### config.mk
export PLATFORM = sky130hd
export DESIGN_NAME = norm_round_seq_flat
export DESIGN_NICKNAME = d
export VERILOG_FILES = /design/src/rtl/norm_round_seq_if.sv /design/src/rtl/norm_round_seq.sv /design/src/flat_wrapper.sv
export SDC_FILE = /design/constraint.sdc
export NUM_CORES = 1
export LEC_CHECK = 0
export ABC_AREA = 1
export ABC_CLOCK_PERIOD_IN_PS = 2100
export CORE_AREA = 10 10 136 100
export CTS_BUF_LIST = sky130_fd_sc_hd__clkbuf_16
export CTS_CLUSTER_SIZE = 20
export DETAILED_ROUTE_END_ITERATION = 8
export DIE_AREA = 0 0 146 110
export GPL_TIMING_DRIVEN = 0
export PLACE_DENSITY = 0.77
export SKIP_CTS_REPAIR_TIMING = 1
export SYNTH_ARGS = -nofsm -noshare
export SYNTH_HDL_FRONTEND = slang
export SYNTH_SLANG_ARGS = --single-unit
### constraint.sdc
create_clock -name clk -period 2.1 [get_ports clk]
set_input_delay 0.315 -clock clk [delete_from_list [all_inputs] [get_ports clk]]
set_output_delay 0.315 -clock clk [all_outputs]
set_load 0.01 [all_outputs]
### src/rtl/norm_round_seq_if.sv
// Operand/result handshake bundle for the normalize-and-round unit.
// The slave modport is the unit itself; the master modport is whoever feeds it.
interface norm_round_seq_if #(
  parameter int nBit = 22,
  parameter int nExp = 7
);
  logic            op_valid;
  logic            op_ready;
  logic            op_sign;
  logic [nExp:0]   op_exp;
  logic [nBit+5:0] op_mant;

  logic            res_valid;
  logic            res_ready;
  logic            res_sign;
  logic [nExp:0]   res_exp;
  logic [nBit:0]   res_frac;
  logic            res_zero;
  logic            res_ovf;
  logic            res_unf;

  modport slave (
    input  op_valid, op_sign, op_exp, op_mant, res_ready,
    output op_ready, res_valid, res_sign, res_exp, res_frac,
           res_zero, res_ovf, res_unf
  );

  modport master (
    output op_valid, op_sign, op_exp, op_mant, res_ready,
    input  op_ready, res_valid, res_sign, res_exp, res_frac,
           res_zero, res_ovf, res_unf
  );
endinterface

### src/rtl/norm_round_seq.sv
// Sequential normalizer and round-to-nearest-even stage: one shift per cycle,
// then a single rounding cycle, then the result is held until accepted.
module norm_round_seq #(
  parameter int nBit = 22,
  parameter int nExp = 7
) (
  input logic               clk,
  input logic               rst,
  norm_round_seq_if.slave   bus
);

  localparam int MW = nBit + 6;
  localparam int EW = nExp + 1;
  localparam int FW = nBit + 1;
  localparam int OVF_BIT = nBit + 5;
  localparam int HID_BIT = nBit + 4;

  typedef enum logic [1:0] {IDLE, NORM, ROUND, DONE} state_t;

  state_t          state, state_d;
  logic            sign_q, sign_d;
  logic [EW-1:0]   exp_q, exp_d;
  logic [MW-1:0]   mant_q, mant_d;
  logic            res_sign_q, res_sign_d;
  logic [EW-1:0]   res_exp_q, res_exp_d;
  logic [FW-1:0]   res_frac_q, res_frac_d;
  logic            zero_q, zero_d;
  logic            ovf_q, ovf_d;
  logic            unf_q, unf_d;

  logic [EW:0]     exp_inc;
  logic            exp_sat;
  logic [FW-1:0]   frac_field;
  logic            round_up;
  logic [FW:0]     frac_sum;

  // exp_sat flags any increment that lands on (or wraps past) all-ones
  assign exp_inc    = {1'b0, exp_q} + (EW+1)'(1);
  assign exp_sat    = exp_inc[EW] | (&exp_inc[EW-1:0]);
  assign frac_field = mant_q[nBit+3:3];
  assign round_up   = mant_q[2] & (mant_q[3] | mant_q[1] | mant_q[0]);
  assign frac_sum   = {1'b0, frac_field} + {{FW{1'b0}}, round_up};

  always_ff @(posedge clk) begin
    if (rst) state <= IDLE;
    else     state <= state_d;
  end

  always_comb begin
    state_d    = state;
    sign_d     = sign_q;
    exp_d      = exp_q;
    mant_d     = mant_q;
    res_sign_d = res_sign_q;
    res_exp_d  = res_exp_q;
    res_frac_d = res_frac_q;
    zero_d     = zero_q;
    ovf_d      = ovf_q;
    unf_d      = unf_q;

    case (state)
      IDLE: begin
        if (bus.op_valid) begin
          sign_d = bus.op_sign;
          exp_d  = bus.op_exp;
          mant_d = bus.op_mant;
          if (bus.op_mant == '0) begin
            state_d    = DONE;
            res_sign_d = bus.op_sign;
            res_exp_d  = '0;
            res_frac_d = '0;
            zero_d     = 1'b1;
            ovf_d      = 1'b0;
            unf_d      = 1'b0;
          end else begin
            state_d = NORM;
          end
        end
      end

      NORM: begin
        if (mant_q[OVF_BIT]) begin
          if (exp_sat) begin
            state_d    = DONE;
            res_sign_d = sign_q;
            res_exp_d  = '1;
            res_frac_d = '0;
            ovf_d      = 1'b1;
          end else begin
            // the bit falling off the bottom is folded into sticky
            mant_d = {1'b0, mant_q[MW-1:2], mant_q[1] | mant_q[0]};
            exp_d  = exp_inc[EW-1:0];
          end
        end else if (!mant_q[HID_BIT]) begin
          if (exp_q == '0) begin
            state_d    = DONE;
            res_sign_d = sign_q;
            res_exp_d  = '0;
            res_frac_d = '0;
            unf_d      = 1'b1;
          end else begin
            mant_d = {mant_q[MW-2:0], 1'b0};
            exp_d  = exp_q - EW'(1);
          end
        end else begin
          state_d = ROUND;
        end
      end

      ROUND: begin
        state_d    = DONE;
        res_sign_d = sign_q;
        if (frac_sum[FW]) begin
          res_frac_d = '0;
          if (exp_sat) begin
            res_exp_d = '1;
            ovf_d     = 1'b1;
          end else begin
            res_exp_d = exp_inc[EW-1:0];
          end
        end else begin
          res_exp_d  = exp_q;
          res_frac_d = frac_sum[FW-1:0];
        end
      end

      DONE: begin
        if (bus.res_ready) begin
          state_d = IDLE;
          zero_d  = 1'b0;
          ovf_d   = 1'b0;
          unf_d   = 1'b0;
        end
      end

      default: state_d = IDLE;
    endcase
  end

  always_ff @(posedge clk) begin
    if (rst) begin
      sign_q     <= 1'b0;
      exp_q      <= '0;
      mant_q     <= '0;
      res_sign_q <= 1'b0;
      res_exp_q  <= '0;
      res_frac_q <= '0;
      zero_q     <= 1'b0;
      ovf_q      <= 1'b0;
      unf_q      <= 1'b0;
    end else begin
      sign_q     <= sign_d;
      exp_q      <= exp_d;
      mant_q     <= mant_d;
      res_sign_q <= res_sign_d;
      res_exp_q  <= res_exp_d;
      res_frac_q <= res_frac_d;
      zero_q     <= zero_d;
      ovf_q      <= ovf_d;
      unf_q      <= unf_d;
    end
  end

  assign bus.op_ready  = (state == IDLE);
  assign bus.res_valid = (state == DONE);
  assign bus.res_sign  = res_sign_q;
  assign bus.res_exp   = res_exp_q;
  assign bus.res_frac  = res_frac_q;
  assign bus.res_zero  = zero_q;
  assign bus.res_ovf   = ovf_q;
  assign bus.res_unf   = unf_q;

endmodule

### src/flat_wrapper.sv
// flat-port wrapper written by rule: the top's interface ports become plain ports
module norm_round_seq_flat 
#(
  parameter int nBit = 22,
  parameter int nExp = 7
)
  (clk, rst, bus_op_valid, bus_op_sign, bus_op_exp, bus_op_mant, bus_res_ready, bus_op_ready, bus_res_valid, bus_res_sign, bus_res_exp, bus_res_frac, bus_res_zero, bus_res_ovf, bus_res_unf);
  norm_round_seq_if #(.nBit(nBit), .nExp(nExp)) bus_i ();
  input logic clk;
  input logic rst;
  input wire logic [$bits(bus_i.op_valid)-1:0] bus_op_valid;
  input wire logic [$bits(bus_i.op_sign)-1:0] bus_op_sign;
  input wire logic [$bits(bus_i.op_exp)-1:0] bus_op_exp;
  input wire logic [$bits(bus_i.op_mant)-1:0] bus_op_mant;
  input wire logic [$bits(bus_i.res_ready)-1:0] bus_res_ready;
  output wire logic [$bits(bus_i.op_ready)-1:0] bus_op_ready;
  output wire logic [$bits(bus_i.res_valid)-1:0] bus_res_valid;
  output wire logic [$bits(bus_i.res_sign)-1:0] bus_res_sign;
  output wire logic [$bits(bus_i.res_exp)-1:0] bus_res_exp;
  output wire logic [$bits(bus_i.res_frac)-1:0] bus_res_frac;
  output wire logic [$bits(bus_i.res_zero)-1:0] bus_res_zero;
  output wire logic [$bits(bus_i.res_ovf)-1:0] bus_res_ovf;
  output wire logic [$bits(bus_i.res_unf)-1:0] bus_res_unf;
  assign bus_i.op_valid = bus_op_valid;
  assign bus_i.op_sign = bus_op_sign;
  assign bus_i.op_exp = bus_op_exp;
  assign bus_i.op_mant = bus_op_mant;
  assign bus_i.res_ready = bus_res_ready;
  assign bus_op_ready = bus_i.op_ready;
  assign bus_res_valid = bus_i.res_valid;
  assign bus_res_sign = bus_i.res_sign;
  assign bus_res_exp = bus_i.res_exp;
  assign bus_res_frac = bus_i.res_frac;
  assign bus_res_zero = bus_i.res_zero;
  assign bus_res_ovf = bus_i.res_ovf;
  assign bus_res_unf = bus_i.res_unf;
  norm_round_seq #(.nBit(nBit), .nExp(nExp)) u_core (.clk(clk), .rst(rst), .bus(bus_i));
endmodule
Yosys cells after proc, flatten, opt, wreduce, memory -nomap -nowiden
Index checks and enable logic that the tools add are counted.

Register bits: 74. Input port bits: 41. Output and inout port bits: 37. Logic and storage cells: 112.

Add/subtract/negate cells: 3. Equality and inequality tests: 17. Muxes and demuxes: 58. Bitwise logic cells: 5. Reductions and logical operators: 17.

Operators with widths (number): $mux 23 (7); $mux 28 (4); $mux 8 (13); $pmux 23 s3 (1); $pmux 28 s2 (1); $logic_not 28->1 (1); $mux 27 (1); $add 23x1->24 (1); $pmux 8 s3 (1); $mux 1 (17); $pmux 8 s2 (1); $mux 2 (7); $reduce_and 5->1 (2); $add 8x1->9 const B (1); $logic_not 8->1 (1); $ne 2x1->1 const B (4); $ne 2x2->1 const B (4); $pmux 2 s4 (1); $reduce_and 4->1 (2); $reduce_and 8->1 (1); $sub 8x1->8 const B (1); $reduce_and 7->1 (1); $ne 3x2->1 const B (2); $ne 3x3->1 const B (2); other kinds (15) (23).

Depth between registers and ports, before layout
Gate-level depths: netlist (run 1).

Word-level depth: 6. Gate-level depth with buffers: 15. Depth with buffers taken out: 14.

Worst setup path after synthesis (run 1)
No wires, ideal clock.

Kind: flip-flop to flip-flop. From: register u_core.exp_q[0]. To: register u_core.res_frac_q[15], in the netlist u_core.bus.res_frac[15]. Setup time: 128 ps. Arrival time: 1785 ps. Data required time: 1972 ps. Path slack: 187 ps. Cell stages (with the launch flop): 12. Path buffers: 2. Clock period less this slack: 1913 ps. Cells stage by stage: dfxtp_1 -> ha_1 -> nand3_1 -> inv_1 -> nand4_1 -> clkbuf_1 -> nand3_2 -> nand2_2 -> inv_2 -> buf_4 -> o21ai_0 -> nor2_1.

Longest elaborated chain between the ends: 5. Elaborated cells on any way between the ends: 7. Classes of those cells: add/sub: 1; eq/ne: 2; bitwise: 1; reduce/logical: 3.

Ends and longest elaborated chain: start, declared (line norm_round_seq.sv:22) `logic [EW-1:0] exp_q, exp_d;`; start signal, assigned (line norm_round_seq.sv:153) `exp_q <= exp_d;`; $add 8x1->9 (line norm_round_seq.sv:38) `assign exp_inc = {1'b0, exp_q} + (EW+1)'(1);`; $reduce_and 8->1 (line norm_round_seq.sv:39) `assign exp_sat = exp_inc[EW] | (&exp_inc[EW-1:0]);`; $or 1x1->1 (line norm_round_seq.sv:39); $ne 3x3->1 (no source line); $reduce_and 6->1 (no source line) *; end signal, assigned (line norm_round_seq.sv:157) `res_frac_q <= res_frac_d;`; end, declared (line norm_round_seq.sv:26) `logic [FW-1:0] res_frac_q, res_frac_d;`.

Mark *: on every way between the ends. The rest lies on a longest branch, timed or not. A chain may end at the register's enable or synchronous reset.

Worst setup path after layout (run 1)
From: input bus_op_mant[17]. To: register u_core.res_frac_q[22], in the netlist u_core.bus.res_frac[22].

Longest elaborated chain between the ends: 3.

Ends and longest elaborated chain: start, declared (line flat_wrapper.sv:14) `input wire logic [$bits(bus_i.op_mant)-1:0] bus_op_mant;`; $logic_not 28->1 (line norm_round_seq.sv:67) `if (bus.op_mant == '0) begin`; $ne 2x1->1 (no source line); $reduce_and 6->1 (no source line).

No other way between the ends.

==> results of run 1 <==
-- critical path: cells and delay by family --
kind	cells	cell delay, ns
and+or+nand+nor	6	0.80
buffers and inverters	4	0.78
AOI/OAI and AO/OA	2	0.33
-- kinds of logic (layout without fill, tap and decap cells) --
| family | count (synthesis) | count (layout) | share of synthesized area [%] |
|---|---|---|---|
| flops | 74 | 74 | 30.5 |
| fa+ha+maj | 9 | 9 | 2.32 |
| buf+inv | 113 | 220 | 10.1 |
| xor+xnor | 14 | 14 | 2.52 |
| simple gates | 467 | 467 | 38.7 |
| compound gates | 137 | 137 | 15.9 |
-- layout make-up --
type                       instances  area [um2]
fill                            1040        4270
tap                              153         191
multi-input combinational        627        3100
timing repair buffer              93         906
inverter                          79         307
clock buffer                       9         225
buffer                            32         244
clock inverter                     7         189
sequential                        74        1490
-- per-stage QoR --
stage / cell area [um2] / power (mW) / hold WS (ns) / setup WS (ns)
global route: 6660 / 10.7 / 0.476 / -0.0146
global placement: 5830 / 7.01 / 0.437 / -0.562
finish: 6660 / 9.97 / 0.454 / 0.0897
floorplan: 4860 / 5.50 / 0.439 / 0.187
CTS: 6240 / 9.24 / 0.462 / -0.317
detailed placement: 5830 / 7.08 / 0.453 / -0.653
-- worst paths after layout --
kind / cells after the start / end
min: 2 / u_core.bus.res_unf$_SDFFE_PP0P_
min reg2reg: 2 / u_core.bus.res_unf$_SDFFE_PP0P_
max: 12 / u_core.bus.res_frac[22]$_SDFFE_PP0P_
max reg2reg: 14 / u_core.mant_q[12]$_SDFFE_PP0P_
-- per-layer routing --
metal / up-vias / track usage [%]
met2: 277 / 25.9
li1: 2781 / -
met1: 2451 / 29.3
met5: - / 0
met3: 19 / 4.68
met4: 0 / 5.41
-- synth_stat cells (3+ instances only) --
library cell / number / area share (%)
inv_1: 75 / 5.8
dfxtp_1: 74 / 30
o21ai_1: 3 / 0.31
nand2_2: 4 / 0.51
nand3_1: 33 / 3.4
buf_4: 4 / 0.62
ha_1: 9 / 2.3
clkinv_1: 3 / 0.23
o211ai_1: 7 / 1.1
o21bai_1: 25 / 3.9
o21ai_0: 66 / 6.8
buf_2: 6 / 0.62
buf_6: 6 / 1.4
nor3_1: 8 / 0.82
a21oi_1: 31 / 3.2
nand4_1: 11 / 1.4
nand2_1: 231 / 18
or2_2: 4 / 0.51
clkbuf_1: 17 / 1.3
xor2_1: 13 / 2.3
nor2_1: 169 / 13
-- registers in the layout, indices dropped and copies added, names as in the netlist --
| signal | count |
|---|---|
| u_core.mant_q | 28 |
| u_core.bus.res_frac | 23 |
| u_core.bus.res_exp | 8 |
| u_core.exp_q | 8 |
| u_core.state | 2 |
| u_core.bus.res_ovf | 1 |
| u_core.bus.res_sign | 1 |
| u_core.bus.res_unf | 1 |
| u_core.bus.res_zero | 1 |
| u_core.sign_q | 1 |
-- cell usage in the layout (no fill, tap or decap), types with 6 or more instances in the layout --
cell type        count
dfxtp_1             69
nand2_1            226
buf_4               18
o21ai_0             63
inv_2                9
clkbuf_1             8
o211ai_1             7
nor2_1             151
nor3_1               6
xor2_1              13
nand4_1             11
o21bai_1            25
clkdlybuf4s50_1     77
a21oi_1             30
nand2_2              7
inv_1               65
nand3_1             28
clkbuf_16           10
nor2_2              15
bufinv_16            6
-- report_power, final --
| part | switching, mW | internal, mW |
|---|---|---|
| Clock | 0.601 | 1.52 |
| Combinational | 3.20 | 2.15 |
| Sequential | 0.542 | 1.95 |
==> results.cfg, run 1 <==
[worst_setup_path]
cp_max_fo = 10
arrival_ns = 2.24
reg2reg_slack_ns = 0.11
path_cells = clkdlybuf4s50_1 > or2_2 > nor2_2 > nand2_2 > o21ai_4 > inv_2 > nor2_4 > nand2_4 > buf_6 > buf_6 > a31oi_2 > nor2_1
setup.worst_path.start_class = input port
cpPeakStageDelay_ns = 0.42
worst_ep_required_time_ns = 2.33
worst_path_most_repeated_cell = buf_6
criticalPathCategory = input port to flop
rr_startpoint = u_core.exp_q[0]$_SDFFE_PP0P_
cp-startpoint = bus_op_mant[17]
crit_path_top_delay_cell = clkdlybuf4s50_1
endpoint_kind = flop

[synthesis]
synth_ff_type = dfxtp_1
synth_cells = 814
synth-seq-cells = 74
ys_seq_area_share_pct = 30.5
synth_cell_types = 32
synth-edff-count = 0
synth_nets = 864
synth_async_sr_flop_share_pct = 0
synth.avg_cell_area_um2 = 5.97
syn_area_um2 = 4860
ys.warnings.count = 0

[floorplanning]
initial_core_util_pct = 44.5
die_h_um = 110
rows = 32
die_w_um = 146
io_pins = 78
core_um2 = 10900
fp.dieArea_um2 = 16100

[clocking]
cts.sinks = 74
clk_latency_ns = 0.34
cts_htree_levels = 3
cts_root_buf = clkbuf_16
clkTransAtPathRegs_ns = 0.06
cts_made_buffers = 9
cts_tree = yes
cts_max_path_buffers = 2

[placement]
globalplace.congestion = 0.948
place_inst = 1044
port_buffers = 77
hpwl_um = 12200

[route]
dr.pass1.iters = 5
via_per_inst = 5.15
m1WireLength_um = 8080
ant_nets = 0
drc = 0
vias = 5528
wl_met2_um = 6220
drtIter0Drc = 570
dr_wl_met3_um = 1620
totalWireLength_um = 16100
wl_per_cell_um = 15.0
highest-signal-layer = met4

[grt]
antenna_found_initial = 0
grt_overflow = 0
grt_pass1_vias = 4800
track_usage_pct = 19.3
grt_max_degree = 14
grt_pass1_wl_um = 25300

[sta]
fmax_mhz = 497
setup_viol = 0
slew_headroom_pct = 60.9
period_share_pct = 95.7
fin_crit_ns = 2.01
setup_tns_ns = 0
timing_hold_violations_final = 0
skew_ns = 0.00411
drv_slew = 0
tightest_slew_ns = 0.587

[job]
maxCapViolCount = 0

[pwr]
vdd_drop_max_uv = 557
p_leak_nw = 2.85
p_per_area_nw_per_um2 = 1500

[finish]
area_growth_pct = 36.9
finalNetCount = 966
instances_no_fill = 1074
final_util_pct = 60.9
drive_gt1_share_pct = 13.5
antennaDiodeCount = 0

[worst_hold_path]
hp-start = u_core.bus.res_unf$_SDFFE_PP0P_
hold_path_class = flop to flop

[run_status]
status = finished, final reports clean
Power figures use the tool's default switching activity.
==> run 2, diff against run 1 <==
Settings changed: SETUP_SLACK_MARGIN set to 0.05, SLEW_MARGIN set to 30.
==> run 2 against run 1 <==
Clock-buffer cell count stayed put. Die area did not move. Critical path type is now flop to flop. Sequential share of layout area decreased by 0.49 points. Register-to-register slack worse by 0.02 ns. Sequential power hardly changed. Largest cell class unchanged.
==> results.cfg, run 2 (same netlist as run 1, synthesis figures left out) <==
[placement]
port_buffers = 77
dp_slack_ns = -0.653
place_area_um2 = 5830
place_inst = 1044
hpwl_um = 12200
globalplace.congestion = 0.948

[finish]
antennaDiodeCount = 0
final_util_pct = 62.5
largest_reg_flops = 28
area_growth_pct = 40.5
largest_register = u_core.mant_q
drive_gt1_share_pct = 16.4
finalNetCount = 972
mostFrequentLayoutCells = 220 x nand2_1, 144 x nor2_1, 74 x clkdlybuf4s50_1
layout.cells.most_common = nand2_1
finalInstanceArea_um2 = 6830
instances_no_fill = 1080

[sta]
slew_headroom_pct = 62.0
setup_tns_ns = 0
rsz0062_at_grt = yes
fin_crit_ns = 2.01
skew_ns = 0.00293
tightest_slew_ns = 0.570
holdWs_ns = 0.454
timing_hold_violations_final = 0
setup_viol = 0
drv_slew = 0
fmax_mhz = 497
period_share_pct = 95.9
fin_ws_ns = 0.0867

[worst_setup_path]
reg2reg_slack_ns = 0.09
r2r-end = u_core.mant_q[25]$_SDFFE_PP0P_
setup.worst_path.start_class = flop
arrival_ns = 2.25
cp_max_fo = 8
rr_startpoint = u_core.exp_q[0]$_SDFFE_PP0P_
endpoint_kind = flop
criticalPathCategory = flop to flop
worst_ep_required_time_ns = 2.33
reg2regPathDepth = 14

[pwr]
p_leak_nw = 2.93
vdd_drop_max_uv = 596
p_per_area_nw_per_um2 = 1510
p_total_mw = 10.3

[grt]
top_usage_layer = met1
grt_use_met1_pct = 29.3
track_usage_pct = 19.3
grt_overflow = 0
use_met2_pct = 25.9
antenna_found_initial = 0
grt_pass1_wl_um = 25300
grt_max_degree = 14
grt_pass1_vias = 4800
met3_usage_pct = 4.68

[route]
totalWireLength_um = 16600
via_per_inst = 5.15
dr.pass1.iters = 5
drtIter0Drc = 628
vias = 5557
drc = 0
wl_per_cell_um = 15.4
ant_nets = 0

[floorplanning]
io_pins = 78
die_h_um = 110
die_w_um = 146
initial_core_util_pct = 44.5
fp.dieArea_um2 = 16100
core_um2 = 10900
rows = 32

[worst_hold_path]
whs_endpoint = u_core.bus.res_unf$_SDFFE_PP0P_
hp-start = u_core.bus.res_unf$_SDFFE_PP0P_
hold_path_class = flop to flop
hold_depth = 2

[clocking]
clkTransAtPathRegs_ns = 0.06
clk_latency_ns = 0.34
cts_tree = yes
cts_max_path_buffers = 2
cts_made_buffers = 9
cts.sinks = 74
cts_htree_levels = 3
cts_root_buf = clkbuf_16

[job]
maxCapViolCount = 0

[run_status]
status = finished, final reports clean
==> run 2: report_power, final <==
group	switching, mW	total (mW)	leakage, nW	internal (mW)
logic	3.34	5.66	2.12	2.32
registers	0.547	2.51	0.611	1.96
clock network	0.601	2.12	0.200	1.52
==> run 2: critical path, stage by stage, from the launching register on <==
cell and delay [ns]:
dfxtp_4 0.40, ha_4 0.18, nand3_4 0.09, inv_2 0.08
nand3_1 0.08, nand2_2 0.10, nor2_1 0.07, nand2_2 0.11
nand2_2 0.09, nand2_4 0.11, nand3_4 0.11, buf_12 0.19
buf_8 0.13, nor2_1 0.10, nor2_1 0.06
==> run 2: worst max path at each step <==
| stage | slack [ns] | start | end | depth (start not counted) |
|---|---|---|---|---|
| floorplan | 0.19 | u_core.exp_q[0]$_SDFFE_PP0P_ | u_core.bus.res_frac[15]$_SDFFE_PP0P_ | 11 |
| global placement | -0.56 | bus_op_mant[16] | u_core.bus.res_frac[22]$_SDFFE_PP0P_ | 12 |
| detailed placement | -0.65 | bus_op_mant[17] | u_core.bus.res_frac[22]$_SDFFE_PP0P_ | 12 |
| CTS | -0.32 | u_core.state[1]$_SDFFE_PP0P_ | u_core.exp_q[0]$_SDFFE_PP0P_ | 9 |
| global route | -0.04 | u_core.exp_q[0]$_SDFFE_PP0P_ | u_core.mant_q[19]$_SDFFE_PP0P_ | 15 |
| finish | 0.09 | u_core.exp_q[0]$_SDFFE_PP0P_ | u_core.mant_q[25]$_SDFFE_PP0P_ | 14 |
==> run 2: final cells by class <==
type	instances	area (um2)
fill	1013	4100
sequential	74	1500
multi-input combinational	627	3180
timing repair buffer	98	986
inverter	79	307
tap	153	191
clock inverter	7	189
buffer	33	258
clock buffer	9	225
==> run 2: layer usage <==
layer	part of all wire (%)	up-vias	routed length (um)
met5	0	-	0
met4	1.1	0	182
met3	11	16	1850
met2	39	290	6500
met1	49	2463	8050
li1	-	2788	-
==> run 3, diff against run 2 <==
Settings changed: CTS_CLUSTER_DIAMETER set to 60, REMOVE_ABC_BUFFERS set to 1, SKIP_LAST_GASP set to 1.
==> run 3 against run 2 <==
The flow now finishes with violations (negative setup slack). Via count up 7.1%. Worst hold slack worse by 0.013 ns. Fmax down 5.4%. Routed wire length up 15%. Cell area up 1.0%. Utilization up 0.65 points. Clock power down 27%. Critical path depth unchanged. Critical path type unchanged. Largest power group unchanged.
==> results.cfg, run 3 (same netlist as run 1, synthesis figures left out) <==
[run_status]
status = finished with violations
violations = negative setup slack

[worst_setup_path]
criticalPathCategory = flop to flop
endpoint_kind = flop
cpPeakStageDelay_ns = 0.41
arrival_ns = 2.41
path_buf_inv = 3
cp-startpoint = u_core.exp_q[0]$_SDFFE_PP0P_
worst_ep_required_time_ns = 2.38
cp_max_fo = 9
cpLargestDelayFamily = simple AND/OR/NAND/NOR gates
setup.worst_path.start_class = flop
rr_startpoint = u_core.exp_q[0]$_SDFFE_PP0P_
reg2reg_slack_ns = -0.03
crit_path_top_delay_cell = dfxtp_4
path_cells = clkinvlp_4 > buf_6 > ha_4 > inv_1 > nor2_2 > nand3_2 > nor2_4 > nand2_4 > nand2_4 > nand2_8 > nand3_4 > nand2_1 > nand2_1 > nor2_1

[grt]
grt_pass1_wl_um = 22900
grt_max_degree = 68
grt_overflow = 0
antenna_found_initial = 0
track_usage_pct = 17.3
grt_pass1_vias = 4602

[clocking]
cts.sinks = 74
cts_made_buffers = 9
cts_tree = yes
cts_htree_levels = 3
cts_max_path_buffers = 2
cts_root_buf = clkbuf_16
clkTransAtPathRegs_ns = 0.06
clk_latency_ns = 0.35

[finish]
antennaDiodeCount = 0
instances_no_fill = 1084
area_growth_pct = 42.0
drive_gt1_share_pct = 17.1
largest_reg_flops = 28
mostFrequentLayoutCells = 218 x nand2_1, 155 x nor2_1, 75 x clkdlybuf4s50_1
layout.cells.most_common = nand2_1
finalNetCount = 977
largest_register = u_core.mant_q

[pwr]
p_per_area_nw_per_um2 = 1470
vdd_drop_max_uv = 614
p_leak_nw = 2.93

[sta]
rsz0062_at_grt = yes
drv_slew = 0
tightest_slew_ns = 0.541
timing_hold_violations_final = 0
slew_headroom_pct = 63.9
fmax_mhz = 470
fin_ws_ns = -0.0281
skew_ns = 0.00996
holdWs_ns = 0.441
setup_viol = 2
period_share_pct = 101
fin_crit_ns = 2.13

[floorplanning]
core_um2 = 10900
die_h_um = 110
io_pins = 78
fp.dieArea_um2 = 16100
initial_core_util_pct = 44.5
rows = 32
die_w_um = 146

[worst_hold_path]
hp-start = bus_op_mant[26]
hold_path_class = input port to flop

[job]
maxCapViolCount = 0

[route]
drc = 0
vias = 5953
ant_nets = 0
wl_per_cell_um = 17.6
dr.pass1.iters = 8
drtIter0Drc = 826
via_per_inst = 5.49
totalWireLength_um = 19100

[placement]
globalplace.congestion = 0.969
port_buffers = 77
place_inst = 1011
hpwl_um = 10400
run 3: cell types whose count changed in the layout (fill, tap and decap cells not counted), moves of 6 or more:
cell	change
nor2_1	+11
clkbuf_1	-8
nor2_2	-10
buf_4	+14
nand3_4	+7
clkinvlp_4	+6
buf_2	-6
o21ai_0	-6
run 3: routing by layer:
| metal | part of all wire, % | global-route usage, % | vias up |
|---|---|---|---|
| met5 | 0 | 0 | - |
| met4 | 5.4 | 4.34 | 0 |
| met3 | 12 | 5.42 | 99 |
| met2 | 41 | 24.9 | 437 |
| met1 | 41 | 24.4 | 2594 |
| li1 | - | - | 2823 |
run 3: worst paths after layout:
| kind | to | cells past startpoint |
|---|---|---|
| worst max-delay path | u_core.mant_q[25]$_SDFFE_PP0P_ | 14 |
| worst min-delay path | u_core.mant_q[26]$_SDFFE_PP0P_ | 5 |
| worst max register to register | u_core.mant_q[25]$_SDFFE_PP0P_ | 14 |
| worst min register to register | u_core.bus.res_unf$_SDFFE_PP0P_ | 2 |
run 3: layout make-up:
cell class | instances | area, um2
fill | 941 | 4030
multi-input combinational | 639 | 3390
timing repair buffer | 121 | 1170
inverter | 79 | 342
tap | 153 | 191
clock buffer | 9 | 225
sequential | 74 | 1500
timing repair inverter | 3 | 25.0
clock inverter | 6 | 58.8
run 3: per-stage QoR:
stage                     setup WS (ns)  utilization [%]  setup TNS, ns  total power [mW]  cell area, um2
after floorplan                  -0.689                -         -34.49              5.23            4670
after global placement            -1.71             51.5        -106.66              6.65            5630
after detailed placement          -1.44             51.8         -67.08              6.70            5670
after CTS                         -1.47             54.4         -67.59              8.22            5950
after global routing            -0.0836             63.2          -1.18              10.7            6910
final                           -0.0281             63.2        -0.0552              10.1            6910
run 3: where the power goes:
group | switching, mW | internal, mW | leakage [nW] | total (mW)
Sequential | 0.577 | 1.97 | 0.612 | 2.54
Clock | 0.631 | 0.905 | 0.135 | 1.54
Combinational | 3.80 | 2.27 | 2.18 | 6.06
Total | 5.00 | 5.14 | 2.93 | 10.1
run 3: worst min-delay path: stages:
cell and delay, ns:
dlymetal6s2s_1 0.14, nand2_1 0.08, nand3_1 0.09, a21oi_1 0.05
nor2_1 0.07
